===== src/rtl/cy_status_reg_multi_if.sv =====
// Bus bundle between the CPU-side logic and the status register.
// The master drives raw status, read strobe and mask writes.
// The slave (the register itself) returns read data, its qualifier and the interrupt.
interface cy_status_reg_multi_if #(
  parameter int Width = 8
);
  logic [Width-1:0] status_in;
  logic             rd_en;
  logic [Width-1:0] rd_data;
  logic             rd_valid;
  logic             mask_wr;
  logic [Width-1:0] mask_wdata;
  logic             intr;

  modport master (
    output status_in, rd_en, mask_wr, mask_wdata,
    input  rd_data, rd_valid, intr
  );

  modport slave (
    input  status_in, rd_en, mask_wr, mask_wdata,
    output rd_data, rd_valid, intr
  );
endinterface


===== src/rtl/cy_status_reg_multi.sv =====
// Multi-channel status register with per-bit capture modes.
// Each channel is either transparent or sticky. A sticky channel is set on a level or on a rising
// edge, and is cleared when software reads it while it is set. The block has a run-time interrupt
// mask, a level or pulse interrupt, and an optional 0/1/2-flop input synchroniser.
module cy_status_reg_multi #(
  parameter int          Width      = 8,
  parameter logic [31:0] StickyMask = 32'h0000_0000,
  parameter logic [31:0] EdgeMask   = 32'h0000_0000,
  parameter logic [31:0] MaskReset  = 32'h0000_007F,
  parameter bit          IntrPulse  = 1'b0,
  parameter int          SyncStages = 0
) (
  input logic                  clock,
  input logic                  reset_n,
  cy_status_reg_multi_if.slave bus
);

  // Parameters are 32 bits wide; only the low Width bits describe real channels.
  // Edge capture is meaningful only on sticky channels, so it is qualified here once.
  localparam logic [Width-1:0] StickyBits = StickyMask[Width-1:0];
  localparam logic [Width-1:0] EdgeBits   = EdgeMask[Width-1:0] & StickyMask[Width-1:0];
  localparam logic [Width-1:0] MaskInit   = MaskReset[Width-1:0];

  logic [Width-1:0] w_s;          // sampled status after the synchroniser
  logic [Width-1:0] r_prev;       // previous sample, used for rising-edge detection
  logic [Width-1:0] r_status;     // status register visible to software
  logic [Width-1:0] r_mask;       // interrupt mask
  logic [Width-1:0] r_rd_data;    // read snapshot
  logic             r_rd_valid;
  logic             r_intr;
  logic             r_any_d;      // last cycle's masked-OR, for pulse mode

  logic [Width-1:0] w_set;
  logic [Width-1:0] w_clr;
  logic [Width-1:0] w_status_nxt;
  logic             w_any;
  logic             w_intr_nxt;

  // ---------------------------------------------------------------------------
  // Input synchroniser: this stage delays status_in by SyncStages cycles.
  // ---------------------------------------------------------------------------
  if (SyncStages == 0) begin : g_nosync
    assign w_s = bus.status_in;
  end else if (SyncStages == 1) begin : g_sync1
    logic [Width-1:0] r_sync0;

    // Single capture flop.
    always_ff @(posedge clock) begin
      // NOTE: clocked state uses non-blocking assignments, so every flop samples pre-edge values.
      if (!reset_n) r_sync0 <= '0;
      else          r_sync0 <= bus.status_in;
    end

    assign w_s = r_sync0;
  end else begin : g_sync2
    logic [Width-1:0] r_sync0;
    logic [Width-1:0] r_sync1;

    // Two-flop chain for asynchronous status sources.
    always_ff @(posedge clock) begin
      if (!reset_n) begin
        r_sync0 <= '0;
        r_sync1 <= '0;
      end else begin
        r_sync0 <= bus.status_in;
        r_sync1 <= r_sync0;
      end
    end

    assign w_s = r_sync1;
  end

  // ---------------------------------------------------------------------------
  // Capture logic
  // ---------------------------------------------------------------------------
  // Set event: edge channels use a rising edge, and level channels use the sample itself.
  assign w_set = (w_s & ~r_prev & EdgeBits) | (w_s & ~EdgeBits);

  // A read clears only the sticky bits that were captured at the time of the read.
  assign w_clr = {Width{bus.rd_en}} & r_status;

  // The set term is OR-ed in after the clear, so a set event that coincides with a read is kept.
  assign w_status_nxt = (~StickyBits & w_s) |
                        ( StickyBits & (w_set | (r_status & ~w_clr)));

  // The interrupt uses registered status and mask only.
  assign w_any      = |(r_status & r_mask);
  assign w_intr_nxt = IntrPulse ? (w_any & ~r_any_d) : w_any;

  // Update the sample history and the status register.
  always_ff @(posedge clock) begin
    if (!reset_n) begin
      r_prev   <= '0;
      r_status <= '0;
    end else begin
      r_prev   <= w_s;
      r_status <= w_status_nxt;
    end
  end

  // Read port: take a snapshot of the pre-clear status. The snapshot is held between reads.
  always_ff @(posedge clock) begin
    if (!reset_n) begin
      r_rd_data  <= '0;
      r_rd_valid <= 1'b0;
    end else begin
      r_rd_valid <= bus.rd_en;
      if (bus.rd_en) r_rd_data <= r_status;
    end
  end

  // Mask register: a write takes effect on the interrupt computed at the next edge.
  always_ff @(posedge clock) begin
    if (!reset_n) r_mask <= MaskInit;
    else if (bus.mask_wr) r_mask <= bus.mask_wdata;
  end

  // Interrupt output and the pulse-mode history.
  always_ff @(posedge clock) begin
    if (!reset_n) begin
      r_intr  <= 1'b0;
      r_any_d <= 1'b0;
    end else begin
      r_intr  <= w_intr_nxt;
      r_any_d <= w_any;
    end
  end

  assign bus.rd_data  = r_rd_data;
  assign bus.rd_valid = r_rd_valid;
  assign bus.intr     = r_intr;

endmodule

===== src/flat_wrapper.sv =====
// flat-port wrapper written by rule: the top's interface ports become plain ports
module cy_status_reg_multi_flat 
#(
  parameter int          Width      = 8,
  parameter logic [31:0] StickyMask = 32'h0000_0000,
  parameter logic [31:0] EdgeMask   = 32'h0000_0000,
  parameter logic [31:0] MaskReset  = 32'h0000_007F,
  parameter bit          IntrPulse  = 1'b0,
  parameter int          SyncStages = 0
)
  (clock, reset_n, bus_status_in, bus_rd_en, bus_mask_wr, bus_mask_wdata, bus_rd_data, bus_rd_valid, bus_intr);
  cy_status_reg_multi_if #(.Width(Width)) bus_i ();
  input logic clock;
  input logic reset_n;
  input wire logic [$bits(bus_i.status_in)-1:0] bus_status_in;
  input wire logic [$bits(bus_i.rd_en)-1:0] bus_rd_en;
  input wire logic [$bits(bus_i.mask_wr)-1:0] bus_mask_wr;
  input wire logic [$bits(bus_i.mask_wdata)-1:0] bus_mask_wdata;
  output wire logic [$bits(bus_i.rd_data)-1:0] bus_rd_data;
  output wire logic [$bits(bus_i.rd_valid)-1:0] bus_rd_valid;
  output wire logic [$bits(bus_i.intr)-1:0] bus_intr;
  assign bus_i.status_in = bus_status_in;
  assign bus_i.rd_en = bus_rd_en;
  assign bus_i.mask_wr = bus_mask_wr;
  assign bus_i.mask_wdata = bus_mask_wdata;
  assign bus_rd_data = bus_i.rd_data;
  assign bus_rd_valid = bus_i.rd_valid;
  assign bus_intr = bus_i.intr;
  cy_status_reg_multi #(.Width(Width), .StickyMask(StickyMask), .EdgeMask(EdgeMask), .MaskReset(MaskReset), .IntrPulse(IntrPulse), .SyncStages(SyncStages)) u_core (.clock(clock), .reset_n(reset_n), .bus(bus_i));
endmodule

===== config.mk =====
export PLATFORM = sky130hd
export DESIGN_NAME = cy_status_reg_multi_flat
export DESIGN_NICKNAME = d
export VERILOG_FILES = /design/src/rtl/cy_status_reg_multi_if.sv /design/src/rtl/cy_status_reg_multi.sv /design/src/flat_wrapper.sv
export SDC_FILE = /design/constraint.sdc
export NUM_CORES = 1
export LEC_CHECK = 0
export BUFFER_PORTS_ARGS = -buffer_cell sky130_fd_sc_hd__buf_2
export CAP_MARGIN = 20
export CORE_ASPECT_RATIO = 1.25
export CORE_MARGIN = 5
export CORE_UTILIZATION = 35
export CTS_CLUSTER_DIAMETER = 80
export DETAILED_ROUTE_END_ITERATION = 10
export GPL_ROUTABILITY_DRIVEN = 1
export SETUP_SLACK_MARGIN = 0.4
export SYNTH_ARGS = -nofsm -noshare
export SYNTH_HDL_FRONTEND = slang
export SYNTH_SLANG_ARGS = --single-unit

===== constraint.sdc =====
create_clock -name clock -period 1.5 [get_ports clock]
set_input_delay 0.225 -clock clock [delete_from_list [all_inputs] [get_ports clock]]
set_output_delay 0.225 -clock clock [all_outputs]
set_load 0.01 [all_outputs]

==> reports/qor.csv, run 1 <==
stage,metric,value,unit
run_status,outcome,finished clean,
placed_design,post-place-ws,595,ps
synthesis,synth_most_common_cell,dfxtp_1,
pwr,power.net_switching,270,uW
setup_path,worst-endpoint-arrival,810,ps
routing,routedWlPerCell,11.4,um
setup_path,criticalPathCategory,register to output pin,
cts,cts_made_buffers,3,
finish,antenna_diode_count,0,
floorplan,initial_utilization,0.366,
pwr,powerDensity,1220,nW/um^2
timing,final-hold-violation-count,0,
synthesis,async_flop_share,0,
synthesis,dominant_combinational_cell_family_by_area_after_synthesis,multiplexers,
synthesis,share_of_the_synthesized_netlist_area_taken_by_xor_and_xnor_gates,0,
pwr,sw_frac_of_total,0.203,
synthesis,post_synth_instance_area,888,sq um
synthesis,ys_seq_area_frac,0.586,
setup_path,path_delay_family,flip-flops,
floorplan,fp.dieArea,3650,sq um
hold_path,timing.hold.worst_path_depth,2,
pwr,share_clk_of_total_power,0.351,
cts,cts.repair_timing.setup_buffer_count,0,
synthesis,synth_area_leaders,"dfxtp_1 (59%), mux2i_1 (18%), and2_2 (5.1%)",
grt,first_pass_grt_wire_length,2810,um
synthesis,ys_ff_latch,26,
placed_design,place_congestion,0.682,
setup_path,timing.rr.start,u_core.r_status[0]$_SDFF_PN0_,
floorplan,io_pins,30,
synthesis,yosys.cell_types.count,10,
routing,vias_per_cell,4.40,
synthesis,synth_adder_area_share,0,
setup_path,crit_chain,buf_2,
run,max_cap_violations,0,
routing,wl_met1,658,um
timing,final_setup_violating_endpoints,0,
synthesis,synthesis.nets,96,
finish,layout_stage_area_growth_over_the_synthesis_result,23.1,%
routing,antenna_violating_nets_post_route,0,
cts,tritoncts,built,
synthesis,synth_compound_gate_area_share,0.0521,
cts,clkSlewWorstSetupHoldPaths,140,ps
floorplan,core-area,2430,sq um
timing,grt_setup_unrepaired,false,
routing,vias,611,
finish,multiInputGateArea,330,sq um
timing,layout_worst_path_cycle_share,0.691,
setup_path,crit_buf_inv,1,
pwr,max-vdd-ir-drop,1.02,mV
finish,final_area,1090,sq um
finish,drive_gt1_frac,0.387,
floorplan,core.rowCount,20,
setup_path,worst_r2r_endpoint,u_core.bus.intr$_SDFF_PN0_,
synthesis,area_share_of_the_largest_cell_type_after_synthesis,0.586,
grt,global_route.usage.total,0.107,
setup_path,ff2ff_setup_slack,670,ps
pwr,power.internal,1060,uW
pwr,comb_power_share,0.088,
setup_path,worst-r2r-cell-count,2,
setup_path,path_max_fanout,2,
routing,highest_layer,met4,
synthesis,synth_simple_gate_area_frac,0.139,
hold_path,hp-start,bus_status_in[1],
finish,filler_cell_count,260,
grt,grt_antenna_before_repair,0,
finish,area.sequential,520,sq um
cts,clk_root_buffer_cell,clkbuf_4,
routing,drtPass1Iterations,2,
timing,timing.setup.tns,0,ps
setup_path,critPathSlowestCell,dfxtp_1,
setup_path,cp_data_required_time,1270,ps
timing,max_freq,965,MHz
timing,min_period,1040,ps
setup_path,critPathCaptureType,output pin,
synthesis,synth_largest_area_cell,dfxtp_1,
placed_design,place_area,1040,sq um
timing,max_slew.worst_pin.slew,257,ps
setup_path,start_kind,register,
routing,wire_length_on_met2,791,um
timing,skew,3.42,ps
cts,maximum_buffer_depth_of_the_clock_tree,2,
hold_path,timing.hold.worst.class,primary input to register,
setup_path,critical_path.max_stage_delay,360,ps
synthesis,most_used_flip_flop_cell_after_synthesis,dfxtp_1,
grt,grt_remaining_overflow,0,
placed_design,place_hpwl,1230,um
cts,cts_hold_buf,0,
cts,worstSkewPairLatency,310,ps
placed_design,buffer_ports.inserted,29,
synthesis,synth_common_cells,"dfxtp_1 (26), mux2i_1 (16), nor2_1 (9)",
timing,timing_max_transition_violations_final,0,
synthesis,number_of_synthesis_warnings,0,
floorplan,die_width,55.1,um
routing,drt_wl_total,1580,um
timing,final.setup.worst_slack,464,ps
routing,detailedRoute.firstIterationViolations,5,
synthesis,synth_area_per_cell,11.7,sq um
routing,post-route-drc-count,0,
cts,clock_tree.htree_level_count,1,
finish,net_total_in_the_final_layout,127,
grt,maximum_number_of_pins_on_one_net_before_global_route_repair,18,
grt,grt_pass1_vias,675,
synthesis,synth-edff-count,0,
synthesis,postSynthCellCount,76,
floorplan,die_height,66.3,um
synthesis,synth.mux.area_fraction,0.180,
timing,slew_headroom,0.829,
cts,postcts_resize_cnt,0,
cts,cts_num_sinks,26,
routing,met3_wirelength,112,um
hold_path,holdPathEnd,u_core.r_status[1]$_SDFF_PN0_,
pwr,reg_power_frac,0.560,
pwr,static-leakage-power,0.000534,uW
[cell type report]
type / count / share of cell area
clock inverter: 1 / 0.0275
clock buffer: 3 / 0.0206
timing repair buffer: 29 / 0.133
inverter: 1 / 0.00343
tap: 33 / 0.0378
multi-input combinational: 46 / 0.302
sequential: 26 / 0.476
[power groups by stage]
stage | clock (uW) | sequential [uW] | combinational (uW)
after floorplan | 0 | 763 | 72.5
after global placement | 0 | 761 | 118
after detailed placement | 0 | 761 | 120
after CTS | 479 | 746 | 120
after global routing | 510 | 751 | 133
final | 467 | 745 | 117
[cell usage in the layout (no fill, tap or decap), drive strengths merged, types with 3 or more instances in the layout]
| master | instances |
|---|---|
| a22oi | 4 |
| and2 | 9 |
| buf | 29 |
| clkbuf | 3 |
| dfxtp | 26 |
| mux2i | 16 |
| nand2 | 7 |
| nor2 | 9 |
[cell families (layout without fill, tap and decap cells)]
group / after synthesis / count (layout)
muxes: 16 / 16
AOI/OAI and AO/OA: 5 / 5
buffers and inverters: 4 / 34
and+or+nand+nor: 25 / 25
DFF: 26 / 26
[flip-flops by register name, indices dropped and copies added, names as in the netlist]
register	cells
u_core.r_mask	8
u_core.r_status	8
u_core.bus.intr	1
u_core.bus.rd_valid	1
u_core.bus.rd_data	8
[worst max path at each step]
stage	endpoint	slack [ps]	depth (start not counted)	start
floorplan	u_core.bus.intr$_SDFF_PN0_	760	2	u_core.r_status[7]$_SDFF_PN0_
CTS	bus_rd_data[2]	450	1	u_core.bus.rd_data[2]$_SDFFE_PN0P_
detailed placement	u_core.r_mask[4]$_SDFFE_PN1P_	590	3	bus_mask_wr
global route	bus_rd_data[2]	410	1	u_core.bus.rd_data[2]$_SDFFE_PN0P_
finish	bus_rd_data[2]	460	1	u_core.bus.rd_data[2]$_SDFFE_PN0P_
global placement	u_core.r_mask[4]$_SDFFE_PN1P_	600	3	bus_mask_wr
[per-stage QoR]
stage,hold slack (ps),cells,util,power [uW]
2_1_floorplan,352,76,-,836
4_1_cts,91.2,139,0.451,1340
3_3_place_gp,432,135,0.429,879
3_5_place_dp,434,135,0.429,881
6_report,103,139,0.451,1330
5_1_grt,78.6,139,0.451,1390
[layer usage]
metal  vias up  global-route usage
li1        315                   -
met1       280               0.117
met2        14               0.179
met3         2              0.0271
met4         0              0.0638
met5         -                   0
No activity file was read; power rests on OpenSTA's default activity.
==> run 2: changes to the inputs <==
==> constraint.sdc (replaced) <==
create_clock -name clock -period 0.94 [get_ports clock]
set_input_delay 0.141 -clock clock [delete_from_list [all_inputs] [get_ports clock]]
set_output_delay 0.141 -clock clock [all_outputs]
set_load 0.01 [all_outputs]
==> run 2 against run 1 <==
Clock skew down 1.8 ps. Highest routed layer unchanged. Critical endpoint is now bus_intr. Core utilization rose by 4.0 points. Die area stayed put. Sequential share of layout area shrank 1.2 points. Combinational power up 86%. Clock power down 10%. Critical path depth unchanged. Register-to-register slack got worse by 500 ps.
==> reports/qor.csv, run 2 (synthesized netlist as in run 1, its figures left out) <==
stage,metric,value,unit,change
cts,cts_made_buffers,3,,unchanged
pwr,share_clk_of_total_power,0.227,,-0.124
run,max_cap_violations,0,,unchanged
floorplan,core.rowCount,20,,unchanged
routing,antenna_violating_nets_post_route,0,,unchanged
timing,timing_max_transition_violations_final,0,,unchanged
pwr,comb_power_share,0.118,,+0.030
floorplan,die_height,66.3,um,unchanged
setup_path,path_max_fanout,1,,-1
timing,final_setup_violating_endpoints,0,,unchanged
run_status,outcome,finished clean,,
cts,cts_hold_buf,0,,unchanged
pwr,power.net_switching,398,uW,+48%
finish,layout_commonest_cell,dfxtp_2,,
cts,tritoncts,built,,
cts,clock_tree.htree_level_count,1,,unchanged
timing,min_period,899,ps,
finish,layout_stage_area_growth_over_the_synthesis_result,33.9,%,
timing,slew_headroom,0.826,,-0.00264
setup_path,critical_path.max_stage_delay,340,ps,-20 ps
setup_path,worst_setup_path_startpoint,u_core.bus.intr$_SDFF_PN0_,,
finish,drive_gt1_frac,0.664,,+0.277
pwr,powerDensity,1550,nW/um^2,+28%
floorplan,core-area,2430,sq um,unchanged
pwr,max-vdd-ir-drop,0.781,mV,-24%
pwr,static-leakage-power,0.000543,uW,+1.7%
setup_path,crit_chain,buf_2,,
routing,post-route-drc-count,0,,unchanged
finish,antenna_diode_count,0,,unchanged
setup_path,criticalPathCategory,register to output pin,,
setup_path,cp_data_required_time,800,ps,-470 ps
grt,first_pass_grt_wire_length,2680,um,-4.7%
cts,clk_root_buffer_cell,clkbuf_4,,
finish,finish.cell_count_without_fillers,140,,+0.72%
setup_path,start_kind,register,,
routing,vias_per_cell,4.26,,-3.0%
timing,skew,1.64,ps,-1.78 ps
placed_design,dp.cells,136,,+0.74%
hold_path,hp-start,bus_status_in[3],,
grt,grt_antenna_before_repair,0,,unchanged
cts,clkSlewWorstSetupHoldPaths,120,ps,-20 ps
pwr,power.internal,1450,uW,+37%
grt,global_route.usage.total,0.103,,-0.00390
floorplan,io_pins,30,,unchanged
finish,postLayoutCoreUtil,0.490,,+0.0397
timing,layout_worst_path_cycle_share,0.956,,
setup_path,worst-endpoint-arrival,760,ps,-50 ps
finish,net_total_in_the_final_layout,129,,+1.6%
floorplan,fp.dieArea,3650,sq um,unchanged
timing,grt_setup_unrepaired,true,,
floorplan,initial_utilization,0.366,,unchanged
timing,max_freq,1110,MHz,
grt,grt_pass1_vias,610,,-9.6%
hold_path,timing.hold.worst.class,primary input to register,,
routing,routedWlPerCell,11.8,um,+3.7%
setup_path,critPathSlowestCell,dfxtp_1,,
timing,max_slew.worst_pin.slew,261,ps,+3.96 ps
placed_design,buffer_ports.inserted,29,,unchanged
grt,maximum_number_of_pins_on_one_net_before_global_route_repair,14,,-4
grt,grt_remaining_overflow,0,,unchanged
cts,worstSkewPairLatency,300,ps,about the same
timing,final-hold-violation-count,0,,unchanged
routing,detailedRoute.firstIterationViolations,1,,-4
setup_path,crit_buf_inv,1,,unchanged
floorplan,die_width,55.1,um,unchanged
finish,layout.cells.most_common_list,"dfxtp_2 (25), buf_2 (20), mux2i_1 (16)",,
setup_path,path_delay_family,flip-flops,,
cts,maximum_buffer_depth_of_the_clock_tree,2,,unchanged
routing,drt_wl_total,1650,um,+4.4%
placed_design,place_congestion,0.715,,+4.9%
pwr,reg_power_frac,0.655,,+0.095
setup_path,timing.rr.start,u_core.r_mask[7]$_SDFFE_PN0P_,,
routing,vias,597,,-2.3%
cts,cts_num_sinks,26,,unchanged
placed_design,place_hpwl,1230,um,unchanged
pwr,sw_frac_of_total,0.216,,+0.0126
setup_path,critPathCaptureType,output pin,,
routing,drtPass1Iterations,2,,unchanged
run 2: cell count changes in the layout (fill, tap and decap cells not counted), sizes merged:
cell	previous run	this run
bufinv	1	0
buf	29	31
run 2: repair_timing:
action	in CTS	in global routing
resized for setup	17	8
buffers inserted	0	1
setup endpoints to repair	27	27
hold endpoints to repair	0	0
pin swaps	0	7
run 2: final cells by class:
class,instances,area (sq um)
clock buffer,3,22.5
sequential,26,552
multi-input combinational,46,350
fill,250,1240
timing repair buffer,31,220
inverter,1,3.75
tap,33,41.3
run 2: path summary, 6_finish.rpt:
path                                   endpoint  slack [ps]  cells after the start
setup / recovery                       bus_intr          40                      1
hold / removal    u_core.r_status[3]$_SDFF_PN0_          40                      2
setup reg to reg     u_core.bus.intr$_SDFF_PN0_         170                      2
hold reg to reg   u_core.r_mask[0]$_SDFFE_PN1P_         480                      2
run 2: power by group through the flow:
stage,Sequential (uW),Clock (uW),Combinational (uW)
floorplan,1230,0,125
global placement,1220,0,194
detailed placement,1220,0,196
CTS,1210,455,213
global route,1220,505,244
finish,1210,420,218
run 2: routing by layer:
layer  GRT usage  up-vias  wire length [um]
met5           0        -                 0
met4      0.0547        0                 8
met3      0.0203        2               129
met2       0.160       21               770
met1       0.132      260               743
li1            -      314                 -
run 2: per-stage QoR:
step                      area [sq um]  setup WS [ps]  setup TNS, ps  power [uW]  hold slack (ps)
after global routing              1190          -10.1          -36.1        1970             18.0
after floorplan                    930            217              0        1350              261
after CTS                         1160           23.2              0        1880             23.1
after global placement            1080            148              0        1420              350
final                             1190           41.2              0        1850             38.8
after detailed placement          1080            146              0        1420              350
==> run 3: changes to the inputs <==
--- a/config.mk
+++ b/config.mk
@@ -5,7 +5,7 @@
 export SDC_FILE = /design/constraint.sdc
 export NUM_CORES = 1
 export LEC_CHECK = 0
-export BUFFER_PORTS_ARGS = -buffer_cell sky130_fd_sc_hd__buf_2
+export BUFFER_PORTS_ARGS = -buffer_cell sky130_fd_sc_hd__clkbuf_2
 export CAP_MARGIN = 20
 export CORE_ASPECT_RATIO = 1.25
 export CORE_MARGIN = 5
@@ -14,6 +14,7 @@
 export DETAILED_ROUTE_END_ITERATION = 10
 export GPL_ROUTABILITY_DRIVEN = 1
 export SETUP_SLACK_MARGIN = 0.4
+export SLEW_MARGIN = 20
 export SYNTH_ARGS = -nofsm -noshare
 export SYNTH_HDL_FRONTEND = slang
 export SYNTH_SLANG_ARGS = --single-unit
==> run 3 against run 2 <==
Clock power increased by 4.8%. Die area is the same. Clock skew up 5.5 ps. Sequential cell count is the same. Non-clock buffer count is 1 lower. Critical endpoint is now bus_rd_data[5]. Largest cell class unchanged.
==> reports/qor.csv, run 3 (synthesized netlist as in run 1, its figures left out) <==
stage,metric,value,unit,change
grt,grt_remaining_overflow,0,,unchanged
timing,max_freq,1090,MHz,-2.3%
floorplan,initial_utilization,0.366,,unchanged
finish,antenna_diode_count,0,,unchanged
finish,drive_gt1_frac,0.660,,-0.00317
grt,maximum_number_of_pins_on_one_net_before_global_route_repair,14,,unchanged
pwr,static-leakage-power,0.000542,uW,-0.20%
timing,max_slew.worst_pin.slew,278,ps,+16.7 ps
setup_path,critPathCaptureType,output pin,,
finish,filler_cell_count,256,,+2.4%
setup_path,critPathSlowestCell,dfxtp_2,,
timing,final_setup_violating_endpoints,0,,unchanged
placed_design,dp.cells,136,,unchanged
cts,cts_hold_buf,0,,unchanged
timing,skew,7.11,ps,+5.47 ps
setup_path,path_max_fanout,2,,+1
run,max_cap_violations,0,,unchanged
floorplan,io_pins,30,,unchanged
setup_path,worst_r2r_endpoint,u_core.bus.intr$_SDFF_PN0_,,
floorplan,core-area,2430,sq um,unchanged
placed_design,buffer_ports.inserted,29,,unchanged
routing,vias,613,,+2.7%
setup_path,crit_chain,buf_6,,
setup_path,crit_path_end,bus_rd_data[5],,
timing,timing_max_transition_violations_final,0,,unchanged
run_status,outcome,finished clean,,
setup_path,ff2ff_setup_slack,170,ps,about the same
grt,grt_pass1_vias,643,,+5.4%
pwr,max-vdd-ir-drop,1.05,mV,+34%
floorplan,die_height,66.3,um,unchanged
timing,slew_headroom,0.815,,-0.0112
cts,clkSlewWorstSetupHoldPaths,130,ps,about the same
routing,detailedRoute.firstIterationViolations,6,,+5
setup_path,cp.depth,1,,unchanged
cts,worstSkewPairLatency,310,ps,about the same
floorplan,die_width,55.1,um,unchanged
finish,finish.cell_count_without_fillers,139,,-0.71%
setup_path,start_kind,register,,
grt,first_pass_grt_wire_length,2710,um,+1.3%
timing,layout_worst_path_cycle_share,0.979,,+0.0226
routing,antenna_violating_nets_post_route,0,,unchanged
setup_path,cp_data_required_time,800,ps,about the same
routing,post-route-drc-count,0,,unchanged
floorplan,fp.dieArea,3650,sq um,unchanged
cts,cts.repair_timing.setup_buffer_count,0,,unchanged
floorplan,core.rowCount,20,,unchanged
cts,clk_root_buffer_cell,clkbuf_4,,
timing,grt_setup_unrepaired,true,,
setup_path,timing.rr.start,u_core.r_mask[1]$_SDFFE_PN1P_,,
timing,final.setup.worst_slack,19.9,ps,-21.3 ps
routing,vias_per_cell,4.41,,+3.4%
finish,layout_commonest_cell,dfxtp_2,,
timing,final-hold-violation-count,0,,unchanged
cts,cts_made_buffers,3,,unchanged
hold_path,timing.hold.worst.class,primary input to register,,
pwr,powerDensity,1580,nW/um^2,+2.0%
placed_design,place_congestion,0.647,,-9.5%
setup_path,criticalPathCategory,register to output pin,,
cts,maximum_buffer_depth_of_the_clock_tree,2,,unchanged
setup_path,critical_path.max_stage_delay,350,ps,about the same
placed_design,post-place-ws,126,ps,-19.8 ps
timing,timing.hold.ws,26.9,ps,-11.9 ps
cts,clock_tree.htree_level_count,1,,unchanged
routing,drt_wl_total,1680,um,+1.7%
routing,drtPass1Iterations,3,,+1
finish,layout_stage_area_growth_over_the_synthesis_result,32.7,%,
setup_path,worst-endpoint-arrival,780,ps,+20 ps
cts,cts_num_sinks,26,,unchanged
setup_path,worst-r2r-cell-count,2,,unchanged
timing,min_period,920,ps,+21.3 ps
setup_path,crit_buf_inv,1,,unchanged
pwr,power.total,1870,uW,+1.0%
timing,timing.setup.tns,0,ps,unchanged
finish,layout.cells.most_common_list,"dfxtp_2 (25), clkbuf_2 (19), mux2i_1 (16)",,
finish,net_total_in_the_final_layout,128,,-0.78%
setup_path,path_delay_family,flip-flops,,
routing,routedWlPerCell,12.1,um,+2.4%
grt,grt_antenna_before_repair,0,,unchanged
setup_path,worst_setup_path_startpoint,u_core.bus.rd_data[5]$_SDFFE_PN0P_,,
cts,tritoncts,built,,
grt,global_route.usage.total,0.102,,-0.00113
## run 3: cell count changes in the layout (fill, tap and decap cells not counted), sizes merged
cell / change
clkbuf: +19
buf: -20
## run 3: through the flow
step                      area, sq um   util
final                            1180  0.486
after global routing             1180  0.486
after CTS                        1120  0.462
after detailed placement         1080  0.444
after global placement           1080  0.444
after floorplan                   930      -
## run 3: worst reg2reg max path, cell delays in order, from the launching register on
cell and delay [ps]:
dfxtp_2 340, a22oi_2 190, a41oi_2 130
## run 3: worst min path at each step
stage / start / endpoint / depth (start not counted) / slack (ps)
6_report: bus_status_in[1] / u_core.r_status[1]$_SDFF_PN0_ / 2 / 30
3_3_place_gp: bus_status_in[3] / u_core.r_status[3]$_SDFF_PN0_ / 2 / 350
3_5_place_dp: bus_status_in[1] / u_core.r_status[1]$_SDFF_PN0_ / 2 / 350
4_1_cts: bus_status_in[1] / u_core.r_status[1]$_SDFF_PN0_ / 2 / 20
5_1_grt: bus_status_in[5] / u_core.r_status[5]$_SDFF_PN0_ / 2 / 20
2_1_floorplan: bus_mask_wdata[0] / u_core.r_mask[0]$_SDFFE_PN1P_ / 2 / 260
## run 3: area by class of cell
cell class / count / area (sq um) / share of cell area
inverter: 1 / 3.75 / 0.00318
clock buffer: 3 / 22.5 / 0.0191
timing repair buffer: 30 / 209 / 0.177
tap: 33 / 41.3 / 0.0350
sequential: 26 / 552 / 0.468
multi-input combinational: 46 / 350 / 0.297
## run 3: report_power, final
part / switching [uW] / internal (uW) / total (uW) / leakage, uW
clock: 291 / 150 / 440 / 0.0000138
combinational: 88.3 / 126 / 215 / 0.000309
sequential: 39.3 / 1170 / 1210 / 0.000219
## run 3: repair_timing
item,in CTS,in global routing
pin swaps,0,6
endpoints found under the setup margin,27,27
resized for setup,15,19
gates cloned,0,0
## run 3: metal layers
layer	vias up	part of all wire	global-route usage	routed length [um]
li1	313	-	-	-
met3	2	0.089	0.0293	149
met4	0	0.010	0.0456	17
met2	23	0.48	0.164	806
met5	-	0	0	0
met1	275	0.42	0.122	706
